$ cat src/rtl/spike_aer_encoder.sv
// Address-event encoder: latches spikes into a pending vector, picks one per cycle
// round-robin, and queues {neuron_id, timestamp} events in a show-ahead FIFO.
module spike_aer_encoder #(
    parameter int NUM_NEURONS = 8,
    parameter int ID_WIDTH    = 3,
    parameter int TS_WIDTH    = 16,
    parameter int FIFO_DEPTH  = 16,
    parameter int FIFO_AW     = 4
) (
    input  logic                   clk,
    input  logic                   rst_n,
    input  logic                   enable,
    input  logic [NUM_NEURONS-1:0] spike_in,
    input  logic                   timestep_tick,
    input  logic                   clear_overflow,
    output logic                   aer_valid,
    input  logic                   aer_ready,
    output logic [ID_WIDTH-1:0]    aer_neuron_id,
    output logic [TS_WIDTH-1:0]    aer_timestamp,
    output logic [FIFO_AW:0]       fifo_count,
    output logic                   overflow,
    output logic                   busy
);

    localparam int EW = ID_WIDTH + TS_WIDTH;
    localparam logic [FIFO_AW:0]  LP_DEPTH = (FIFO_AW+1)'(FIFO_DEPTH);
    localparam logic [ID_WIDTH:0] LP_N     = (ID_WIDTH+1)'(NUM_NEURONS);

    logic [NUM_NEURONS-1:0] r_pending;
    logic [ID_WIDTH-1:0]    r_ptr;
    logic [TS_WIDTH-1:0]    r_ts;
    logic [FIFO_AW-1:0]     r_wr_ptr;
    logic [FIFO_AW-1:0]     r_rd_ptr;
    logic [FIFO_AW:0]       r_count;
    logic                   r_overflow;
    logic [EW-1:0]          r_mem [FIFO_DEPTH];

    logic [2*NUM_NEURONS-1:0] w_rot_full;
    logic [NUM_NEURONS-1:0]   w_rot;
    logic [NUM_NEURONS-1:0]   w_rot_onehot;
    logic [ID_WIDTH-1:0]      w_offset;
    logic [ID_WIDTH:0]        w_sum;
    logic [ID_WIDTH-1:0]      w_grant_id;
    logic [NUM_NEURONS-1:0]   w_grant;
    logic                     w_grant_valid;
    logic                     w_full;
    logic                     w_push;
    logic                     w_pop;
    logic                     w_drop;
    logic [EW-1:0]            w_head;

    // Rotate pending so the priority neuron sits at bit 0; the lowest set bit
    // of the rotated vector is then the round-robin winner.
    assign w_rot_full   = {r_pending, r_pending} >> r_ptr;
    assign w_rot        = w_rot_full[NUM_NEURONS-1:0];
    assign w_rot_onehot = w_rot & (~w_rot + NUM_NEURONS'(1));

    always_comb begin
        w_offset = '0;
        for (int k = 0; k < NUM_NEURONS; k++) begin
            if (w_rot_onehot[k]) begin
                w_offset = w_offset | ID_WIDTH'(k);
            end
        end
    end

    assign w_sum      = {1'b0, r_ptr} + {1'b0, w_offset};
    assign w_grant_id = (w_sum >= LP_N) ? ID_WIDTH'(w_sum - LP_N) : w_sum[ID_WIDTH-1:0];

    assign w_full        = (r_count == LP_DEPTH);
    assign w_grant_valid = enable && !w_full && (r_pending != '0);

    generate
        for (genvar gi = 0; gi < NUM_NEURONS; gi++) begin : g_grant
            assign w_grant[gi] = w_grant_valid && (w_grant_id == ID_WIDTH'(gi));
        end
    endgenerate

    assign w_push = w_grant_valid;
    assign w_pop  = (r_count != '0) && aer_ready;
    // A granted neuron may re-spike in the same cycle without losing anything.
    assign w_drop = enable && ((spike_in & r_pending & ~w_grant) != '0);

    always_ff @(posedge clk or negedge rst_n) begin
        if (!rst_n) begin
            r_pending  <= '0;
            r_ptr      <= '0;
            r_ts       <= '0;
            r_overflow <= 1'b0;
        end else begin
            if (enable) begin
                r_pending <= (r_pending & ~w_grant) | spike_in;
                if (timestep_tick) begin
                    r_ts <= r_ts + TS_WIDTH'(1);
                end
            end
            if (w_grant_valid) begin
                r_ptr <= (w_grant_id == ID_WIDTH'(NUM_NEURONS - 1)) ? '0
                                                                     : w_grant_id + ID_WIDTH'(1);
            end
            if (w_drop) begin
                r_overflow <= 1'b1;
            end else if (clear_overflow) begin
                r_overflow <= 1'b0;
            end
        end
    end

    always_ff @(posedge clk or negedge rst_n) begin
        if (!rst_n) begin
            r_wr_ptr <= '0;
            r_rd_ptr <= '0;
            r_count  <= '0;
        end else begin
            if (w_push) begin
                r_wr_ptr <= r_wr_ptr + FIFO_AW'(1);
            end
            if (w_pop) begin
                r_rd_ptr <= r_rd_ptr + FIFO_AW'(1);
            end
            case ({w_push, w_pop})
                2'b10:   r_count <= r_count + (FIFO_AW+1)'(1);
                2'b01:   r_count <= r_count - (FIFO_AW+1)'(1);
                default: r_count <= r_count;
            endcase
        end
    end

    // Event storage carries no reset; outputs are masked while the FIFO is empty.
    always_ff @(posedge clk) begin
        if (w_push) begin
            r_mem[r_wr_ptr] <= {w_grant_id, r_ts};
        end
    end

    assign w_head        = r_mem[r_rd_ptr];
    assign aer_valid     = (r_count != '0);
    assign aer_neuron_id = aer_valid ? w_head[EW-1:TS_WIDTH] : '0;
    assign aer_timestamp = aer_valid ? w_head[TS_WIDTH-1:0] : '0;
    assign fifo_count    = r_count;
    assign overflow      = r_overflow;
    assign busy          = (r_pending != '0) || (r_count != '0);

endmodule

$ cat config.mk
export PLATFORM = sky130hd
export DESIGN_NAME = spike_aer_encoder
export DESIGN_NICKNAME = d
export VERILOG_FILES = /design/src/rtl/spike_aer_encoder.sv
export SDC_FILE = /design/constraint.sdc
export NUM_CORES = 1
export LEC_CHECK = 0
export BUFFER_PORTS_ARGS = -buffer_cell sky130_fd_sc_hd__buf_2
export CAP_MARGIN = 15
export CORE_MARGIN = 2
export CORE_UTILIZATION = 30
export CTS_CLUSTER_SIZE = 10
export DETAILED_ROUTE_END_ITERATION = 16
export PLACE_DENSITY_LB_ADDON = 0.3
export SLEW_MARGIN = 25
export SYNTH_ARGS = -nofsm -noshare
export SYNTH_HDL_FRONTEND = slang
export SYNTH_SLANG_ARGS = --single-unit
$ cat constraint.sdc
create_clock -name clk -period 8.6 [get_ports clk]
set_input_delay 0.86 -clock clk [delete_from_list [all_inputs] [get_ports clk]]
set_output_delay 0.86 -clock clk [all_outputs]
set_load 0.05 [all_outputs]
Word level (Yosys, flattened, before mapping)

Memories as Yosys holds them, arrays and structs flattened.
Index checks and enable logic that the tools add are counted.

Memories kept: 1
Input port bits: 14
Bits in writable memories: 304
Word-level logic and storage cells: 73
Output and inout bits: 27
Register bits after elaboration: 41

Add/subtract/negate cells: 9
Shift operators: 1
Bitwise operators: 7
Reductions and logical operators: 21
Order comparisons: 1
Mux-type cells: 16
Equality and inequality tests: 10

Memory list:

| name  | words | bits a word | rd ports | clocked after Yosys merged registers in | wr ports | RTL line | text |
|---|---|---|---|---|---|---|---|
| r_mem | 16    | 19          | 1        | 0                                       | 1        | 36       | `logic [EW-1:0] r_mem [FIFO_DEPTH];` |

Operators with widths:

| kind                                                                  | number |
|---|---|
| 8-bit bitwise AND                                                     | 4 |
| 3-bit two-way mux                                                     | 7 |
| 16-bit by 1-bit adder with 16-bit output, second input constant       | 1 |
| 16-bit two-way mux                                                    | 1 |
| 8-bit inverter                                                        | 2 |
| 8-bit nonzero test                                                    | 2 |
| 16-bit by 3-bit right shift with 8-bit output                         | 1 |
| 3-bit equality test, second input constant                            | 4 |
| 1-bit logical AND                                                     | 12 |
| 5-bit case mux with 2 select lines                                    | 1 |
| 4-bit by 1-bit adder with 4-bit output, second input constant         | 2 |
| 8-bit by 1-bit adder with 8-bit output, second input constant         | 1 |
| 8-bit bitwise OR                                                      | 1 |
| 3-bit by 2-bit equality test with 1-bit output, second input constant | 2 |
| 5-bit by 1-bit adder with 5-bit output, second input constant         | 1 |
| 5-bit equality test, second input constant                            | 1 |
| 1-bit two-way mux                                                     | 5 |
| 5-bit nonzero test                                                    | 1 |
| 5-bit by 1-bit subtractor with 5-bit output, second input constant    | 1 |
| 3-bit by 3-bit adder with 4-bit output                                | 1 |
| 4-bit >= comparator, second input constant                            | 1 |
| 2-bit two-way mux                                                     | 2 |
| 2-bit nonzero test                                                    | 2 |
| 3-bit by 1-bit adder with 3-bit output, second input constant         | 1 |
| other kinds (8)                                                       | 8 |

Logic depth before layout (Yosys ltp)

Gate-level depths: netlist of run 1.

Word-level depth: 21
Gate-level depth with buffers: 20
Gate-level depth less buffers: 18

Least setup slack after synthesis of run 1

OpenSTA, ideal clock, no wires.

Kind: register -> register
From: register r_ptr[2]
To: register r_overflow (netlist: overflow)
Library setup time: 0.129 ns
Data required time: 8.471 ns
Arrival: 3.872 ns
Path slack: 4.598 ns
Clock period less this slack: 4.002 ns
Path buffers: 1
Stages on the path, launching flop included: 16
Path through: dfrtp_1 -> buf_2 -> or4b_2 -> a32oi_1 -> nand2_1 -> a31o_2 -> a221o_1 -> fa_1 -> inv_1 -> ha_1 -> ha_1 -> nand2_1 -> nand3_1 -> o211ai_1 -> a211oi_1 -> a21oi_1

Longest elaborated chain between the ends: 21
Elaborated cells between the ends (all ways): 37
Those cells by class: add/sub (3); order compare (1); eq/ne (7); shift (1); mux (9); bitwise (4); reduce/logical (12)

RTL lines:

| what                                                                         | RTL line | text |
|---|---|---|
| start: declaration                                                           | 30       | `logic [ID_WIDTH-1:0] r_ptr;` |
| start signal: assignment                                                     | 98       | `r_ptr <= (w_grant_id == ID_WIDTH'(NUM_NEURONS - 1)) ? '0` |
| 16-bit by 3-bit right shift with 8-bit output                                | 54       | `assign w_rot_full = {r_pending, r_pending} >> r_ptr;` |
| 8-bit inverter                                                               | 56       | `assign w_rot_onehot = w_rot & (~w_rot + NUM_NEURONS'(1));` |
| 8-bit by 1-bit adder with 8-bit output                                       | 56       |  |
| 8-bit bitwise AND                                                            | 56       |  |
| 1-bit two-way mux                                                            | 61       | `if (w_rot_onehot[k]) begin` |
| 2-bit two-way mux (2 in series)                                              | 61       |  |
| 3-bit two-way mux (4 in series)                                              | 61       |  |
| 3-bit by 3-bit adder with 4-bit output *                                     | 67       | `assign w_sum = {1'b0, r_ptr} + {1'b0, w_offset};` |
| [2 not listed]                                                               | -        |  |
| net w_grant_id[1]                                                            | 43       | `logic [ID_WIDTH-1:0] w_grant_id;` |
| 3-bit by 1-bit equality test with 1-bit output, or another cell as far along | 75       | `assign w_grant[gi] = w_grant_valid && (w_grant_id == ID_WIDTH'(gi));` |
| 1-bit logical AND                                                            | 75       |  |
| 8-bit inverter *                                                             | 82       | `assign w_drop = enable && ((spike_in & r_pending & ~w_grant) != '0);` |
| 8-bit bitwise AND *                                                          | 82       |  |
| 8-bit nonzero test *                                                         | 82       |  |
| 1-bit logical AND *                                                          | 82       |  |
| 1-bit two-way mux / 2-bit nonzero test (equally long branches)               | -        |  |
| end signal: assignment                                                       | 89       | `r_overflow <= 1'b0;` |
| end signal: assignment                                                       | 102      | `r_overflow <= 1'b1;` |
| end signal: assignment                                                       | 104      | `r_overflow <= 1'b0;` |
| end: declaration                                                             | 35       | `logic r_overflow;` |

Mark *: on every way through the listed nets, which the timed path passes. The rest lies on a longest branch.
A chain may end at the register's enable or synchronous reset.

Worst setup path in the final report of run 1

From: register r_ptr[0]
To: register r_overflow (netlist: overflow)

Same word-level chain as after synthesis.

==> reports/summary.txt, run 1 <==
Yosys reg bits - 345
Pleak - 5.56 nW
share of the synthesized area in the top cell type - 0.634
final critical-path share of the clock period - 0.568
CTS tree - built
Placer Congestion - 0.778
Filler Cell Count - 4473
RSZ-0062 raised after global routing - no
fin crit period - 4.88 ns
Setup TNS - 0 ns
Synth Warn # - 0
Area growth syn-to-layout - 15.1%
critical path fanouts, max - 22
crit-path max cell delay - 0.79 ns
layout cells sized above 1 - 0.249
Max VDD drop - 0.182 mV
Core Rows - 80
final hold vios - 0
reg2reg setup slack - 3.72 ns
vias in the first global route - 7614
Clock Sinks - 345
setup bufs post-CTS - 0
Post-synth top flop - edfxtp_1
Initial Util - 0.303
pre-CTS setup slack - 3.75 ns
R2R Path Start - r_ptr[0]
cell taking the most area after synthesis - edfxtp_1
Post-DRT Antenna Nets - 0
DRC viols - 0
slew of the pin with the lowest slew margin - 0.996 ns
CP endpoint kind - flop
syn nets - 798
CTS Root Cell - clkbuf_16
most frequent cells in the layout - 304 x edfxtp_1, 97 x mux4_2, 53 x nand2_1, 41 x clkbuf_16, 40 x buf_2
die width - 223 um
final net count - 860
deepest clock path buffer count - 3
max-slew violations - 0
io pins - 41
Worst R2R End - overflow
FF-to-FF path depth - 15
cts repair resizes - 0
crit path launch type - flop
Final setup viols - 0
drt initial violations - 530
Cell variety after synth - 53
final setup margin - 3.72 ns
most common cell after layout, fill and taps aside - edfxtp_1
hold buffer count at cts - 0
pwr dens - 382 mW/mm2
core footprint - 0.0475 mm2
Buf+Inv Stages, Crit Path - 1
Seq/Total Area, Yosys - 0.705
Slowest-stage cell, CP - dfrtp_1
crit path kind - reg -> reg
outcome - finished, final reports clean
drt wl/cell - 21.9 um
Mapped Cells - 768
cell area after synthesis - 0.0144 mm2
first-pass GRT wire length - 49100 um
IO buf count - 40
Total GRT Usage - 0.133
grt ovf - 0
crit-path cells - nor2b_1, or4b_2, a32oi_1, nand2_1, a31o_2, a221o_1, fa_1, inv_1, ha_1, ha_1, nand2_1, nand3_1, o211ai_1, a211oi_1, a21oi_1
vias per cell - 4.91
Synth area leaders - edfxtp_1 63%, mux4_2 15%, dfrtp_1 7.1%
CTS clock-pin slew for the worst setup and hold paths - 0.06 ns
mean area per synthesized cell - 18.7 um2
Post-DP HPWL - 17600 um
CP top delay family - compound AO/OA/AOI/OAI gates
fmax - 205 MHz
Die Ht - 223 um
Post-synth EDFFs - 304
largest net degree at the start of global routing - 68
via count - 7264
required time of the worst setup path - 9.01 ns
CTS H-tree depth - 2
CTS buffer count - 40
Slew headroom - 0.333
max_cap viols - 0
CP arrival - 5.29 ns
Pre-antenna DRT Iters - 5
total wire length - 32400 um
worst hold path class - in -> async
initial antenna violation count - 0
Clock Skew - 0.00946 ns
ys async rst share - 0.119
clk_lat worst skew - 0.54 ns
die area - 0.0498 mm2
[cell usage after synthesis (all sizes together) (3+ instances only)]
cell type,n
edfxtp,304
mux4,99
nand2,53
dfrtp,41
clkbuf,28
nor2b,23
xnor2,22
inv,18
nand3,16
ha,14
o21ai,14
and2,13
buf,13
nor2,13
nand4,12
a21oi,9
xor2,8
a21boi,5
and3,5
a22o,4
a31oi,4
and4,4
mux2,4
nand2b,4
o211ai,4
mux2i,3
nor4,3
o41ai,3
[flip-flops by register name (all words and copies together), names as in the netlist]
name,flops
r_ts,16
fifo_count,5
overflow,1
r_wr_ptr,4
r_pending,8
r_mem,304
r_ptr,3
r_rd_ptr,4
[area by class of cell]
cell class	count	area (um2)	area share
Antenna cell	1	2.50	0.000151
Clock buffer	71	1140	0.0687
Clock inverter	3	43.8	0.00264
Inverter	18	67.6	0.00408
Multi-Input combinational cell	364	4010	0.242
Sequential cell	345	10200	0.613
Tap cell	615	769	0.0464
Timing Repair Buffer	61	370	0.0224
[metrics by stage]
step                area, um2  total power, W  hold WS, ns   util  std cells
floorplan               14400         0.00420        0.528      -        768
global placement        15400         0.00484        0.530  0.323       1402
detailed placement      15400         0.00486        0.539  0.323       1402
CTS                     16500         0.00642        0.434  0.348       1476
global route            16600         0.00668        0.455  0.348       1477
finish                  16600         0.00633        0.406  0.349       1478
[where the power goes]
part | switching (W) | internal [W]
Combinational | 0.00134 | 0.000882
Clock | 0.000648 | 0.000900
Sequential | 0.000316 | 0.00224
[worst register-to-register path: cells and delay by family, from the launching register on]
kind	cells	cell delay, ns
flops	1	0.79
fa+ha+maj	3	0.97
simple gates	5	1.19
buf+inv	1	0.47
compound gates	6	1.33
[worst max-delay path by stage]
| stage | cells after the start | slack [ns] | startpoint | end |
|---|---|---|---|---|
| after floorplan | 15 | 4.60 | r_ptr[2] | overflow |
| after global placement | 17 | 3.87 | r_ptr[2] | overflow |
| after detailed placement | 17 | 3.75 | r_ptr[2] | overflow |
| after CTS | 5 | 3.70 | r_rd_ptr[0] | aer_timestamp[6] |
| after global routing | 17 | 3.20 | r_ptr[2] | overflow |
| final | 15 | 3.72 | r_ptr[0] | overflow |
[cells by family (layout without fill, tap and decap cells)]
kind of cell               after synthesis  in the layout  synth area share
and+or+nand+nor                        154            154            0.0553
muxes                                  106            106             0.161
DFF                                    345            345             0.705
xor gates and xnor gates                30             30            0.0188
buffers and inverters                   59            153            0.0164
AOI/OAI and AO/OA                       58             58            0.0287
other                                    0              1                 0
adders and majority gates               16             16            0.0149
[metal layers]
metal | vias to the layer above | GRT usage | part of all wire
li1 | 3218 | - | -
met1 | 3815 | 0.187 | 0.46
met2 | 190 | 0.214 | 0.48
met3 | 41 | 0.0204 | 0.047
met4 | 0 | 0.0381 | 0.019
met5 | - | 0 | 0
Power figures use the tool's default switching activity.
==> inputs of run 2 (changes only) <==
- clock period: 8.6 -> 4.5 ns (I/O delays scaled with it)
==> run 2 against run 1 <==
The run now ends with negative hold slack left. Sequential power increased by 89%. Cell area increased by 1.2%. Core utilization increased by 0.43 points. Non-clock buffer count increased by 15. Register-to-register slack got worse by 3.4 ns. Count of clock-buffer cells in the layout decreased by 1. Sequential share of layout area decreased by 0.73 points. Flip-flop and latch count unchanged. Critical path depth unchanged. Cell count increased by 1.0%. Clock power increased by 97%. Critical path type unchanged. Largest power group unchanged.
==> reports/summary.txt, run 2 (same netlist as run 1, synthesis figures left out) <==
diodes inserted - 0 (-1)
most common cell after layout, fill and taps aside - edfxtp_1
Pleak - 5.67 nW (+1.9%)
outcome - finished with violations
Clock Sinks - 345 (unchanged)
via count - 7447 (+2.5%)
hold buffer count at cts - 0 (unchanged)
crit path kind - reg -> reg
die area - 0.0498 mm2 (unchanged)
slew of the pin with the lowest slew margin - 0.975 ns (-0.0210 ns)
Post-DRT Antenna Nets - 0 (unchanged)
Initial Util - 0.303 (unchanged)
Largest regs - r_mem (304), r_ts (16), r_pending (8)
deepest clock path buffer count - 3 (unchanged)
CTS buffer count - 41 (+2.5%)
vias in the first global route - 7660 (+0.60%)
worst hold path class - in -> async
CTS clock-pin slew for the worst setup and hold paths - 0.06 ns (about the same)
Net Switching - 0.00445 W (+93%)
largest reg by FF count - r_mem
drt initial violations - 555 (+4.7%)
Final setup viols - 0 (unchanged)
failing checks - negative hold slack
fin crit period - 4.20 ns (-0.682 ns)
pwr dens - 738 mW/mm2 (+93%)
critical path fanouts, max - 8 (-64%)
Die Ht - 223 um (unchanged)
layout cells sized above 1 - 0.270 (+0.0205)
final hold vios - 3 (+3)
initial antenna violation count - 0 (unchanged)
hold_ws - -0.00824 ns (-0.414 ns)
DRC viols - 0 (unchanged)
final critical-path share of the clock period - 0.934 (+0.366)
Flop pwr share - 0.392 (-0.012)
core footprint - 0.0475 mm2 (unchanged)
Placer Congestion - 0.794 (+2.1%)
setup bufs post-CTS - 0 (unchanged)
Core Rows - 80 (unchanged)
CTS tree - built
Area growth syn-to-layout - 16.5%
total wire length - 32900 um (+1.5%)
Total GRT Usage - 0.133 (about the same)
CP arrival - 4.60 ns (-0.69 ns)
crit path launch type - flop
Int Pwr - 0.00792 W (+97%)
Clk network pwr share - 0.247 (+0.002)
fmax - 238 MHz (+16%)
CTS Root Cell - clkbuf_16
max-slew violations - 0 (unchanged)
final net count - 876 (+1.9%)
largest net degree at the start of global routing - 42 (-38%)
Setup TNS - 0 ns (unchanged)
Pwr Total - 0.0124 W (+95%)
CP endpoint kind - flop
clk_lat worst skew - 0.54 ns (about the same)
Slew headroom - 0.350 (+0.0173)
Combinational Power Share - 0.361 (+0.010)
vias per cell - 4.99 (+1.5%)
max reg flops - 304 (unchanged)
switching share of power - 0.360 (-0.00436)
io pins - 41 (unchanged)
die width - 223 um (unchanged)
cts repair resizes - 0 (unchanged)
Clock Skew - 0.0184 ns (+0.00890 ns)
IO buf count - 40 (unchanged)
reg2reg setup slack - 0.30 ns (-3.42 ns)
Post-DP HPWL - 18600 um (+5.3%)
grt ovf - 0 (unchanged)
most frequent cells in the layout - 304 x edfxtp_1, 97 x mux4_2, 53 x nand2_1, 42 x clkbuf_16, 40 x buf_2
Pre-antenna DRT Iters - 5 (unchanged)
first-pass GRT wire length - 49000 um (-0.23%)
max_cap viols - 0 (unchanged)
Max VDD drop - 0.343 mV (+88%)
CTS H-tree depth - 2 (unchanged)
required time of the worst setup path - 4.90 ns (-4.11 ns)
drt wl/cell - 22.0 um (+0.52%)
[run 2: cell count changes in the layout (fill, tap and decap cells not counted), sizes merged]
cell    delta
buf       +15
bufinv     +1
clkbuf     -1
clkinv     +2
diode      -1
inv        -1
[run 2: worst max-delay path: stages (launching register included)]
cell and delay (ns):
dfrtp_1 0.46, nor2b_1 0.21, or4b_2 0.63, a32oi_1 0.35, nand2_1 0.16, a31o_2 0.28, a221o_1 0.31, fa_1 0.52
inv_1 0.19, ha_1 0.22, ha_1 0.18, nand2_1 0.07, nand3_1 0.10, o211ai_1 0.09, a211oi_1 0.22, a21oi_1 0.09
[run 2: final timing paths]
| path | startpoint | end | cells after the start |
|---|---|---|---|
| setup reg to reg | r_pending[6] | overflow | 15 |
| min in group clk | spike_in[2] | r_pending[2] | 3 |
| hold / removal | rst_n | fifo_count[2] | 2 |
| setup / recovery | r_pending[6] | overflow | 15 |
| hold reg to reg | fifo_count[0] | fifo_count[0] | 1 |
| max in group asynchronous | rst_n | r_rd_ptr[0] | 2 |
[run 2: layer usage]
| metal | GRT usage | up-vias | wire, um |
|---|---|---|---|
| met1 | 0.183 | 3945 | 14600 |
| met2 | 0.217 | 208 | 15900 |
| li1 | - | 3250 | - |
| met5 | 0 | - | 0 |
| met4 | 0.0364 | 0 | 680 |
| met3 | 0.0238 | 44 | 1690 |
[run 2: stage by stage]
| stage | instances | hold WS (ns) | util | setup slack, ns | cell area, um2 |
|---|---|---|---|---|---|
| after CTS | 1493 | 0.00172 | 0.353 | 0.277 | 16800 |
| after global placement | 1418 | 0.533 | 0.327 | 0.381 | 15500 |
| after floorplan | 768 | 0.154 | - | 0.498 | 14400 |
| after detailed placement | 1418 | 0.545 | 0.327 | 0.281 | 15500 |
| final | 1493 | -0.00824 | 0.353 | 0.298 | 16800 |
| after global routing | 1493 | 0.0370 | 0.353 | -0.00592 | 16800 |
[run 2: final cells by class]
class / instances / area, um2
multi-input combinational: 364 / 4020
clock buffer: 70 / 1160
inverter: 18 / 67.6
fill: 4384 / 30800
timing repair buffer: 76 / 520
clock inverter: 5 / 76.3
sequential: 345 / 10200
tap: 615 / 769
[run 2: power groups by stage]
| stage | clock network [W] | registers (W) | logic (W) |
|---|---|---|---|
| detailed placement | 0 | 0.00493 | 0.00453 |
| global route | 0.00327 | 0.00493 | 0.00483 |
| global placement | 0 | 0.00491 | 0.00452 |
| finish | 0.00305 | 0.00485 | 0.00447 |
| floorplan | 0 | 0.00460 | 0.00342 |
| CTS | 0.00314 | 0.00486 | 0.00454 |
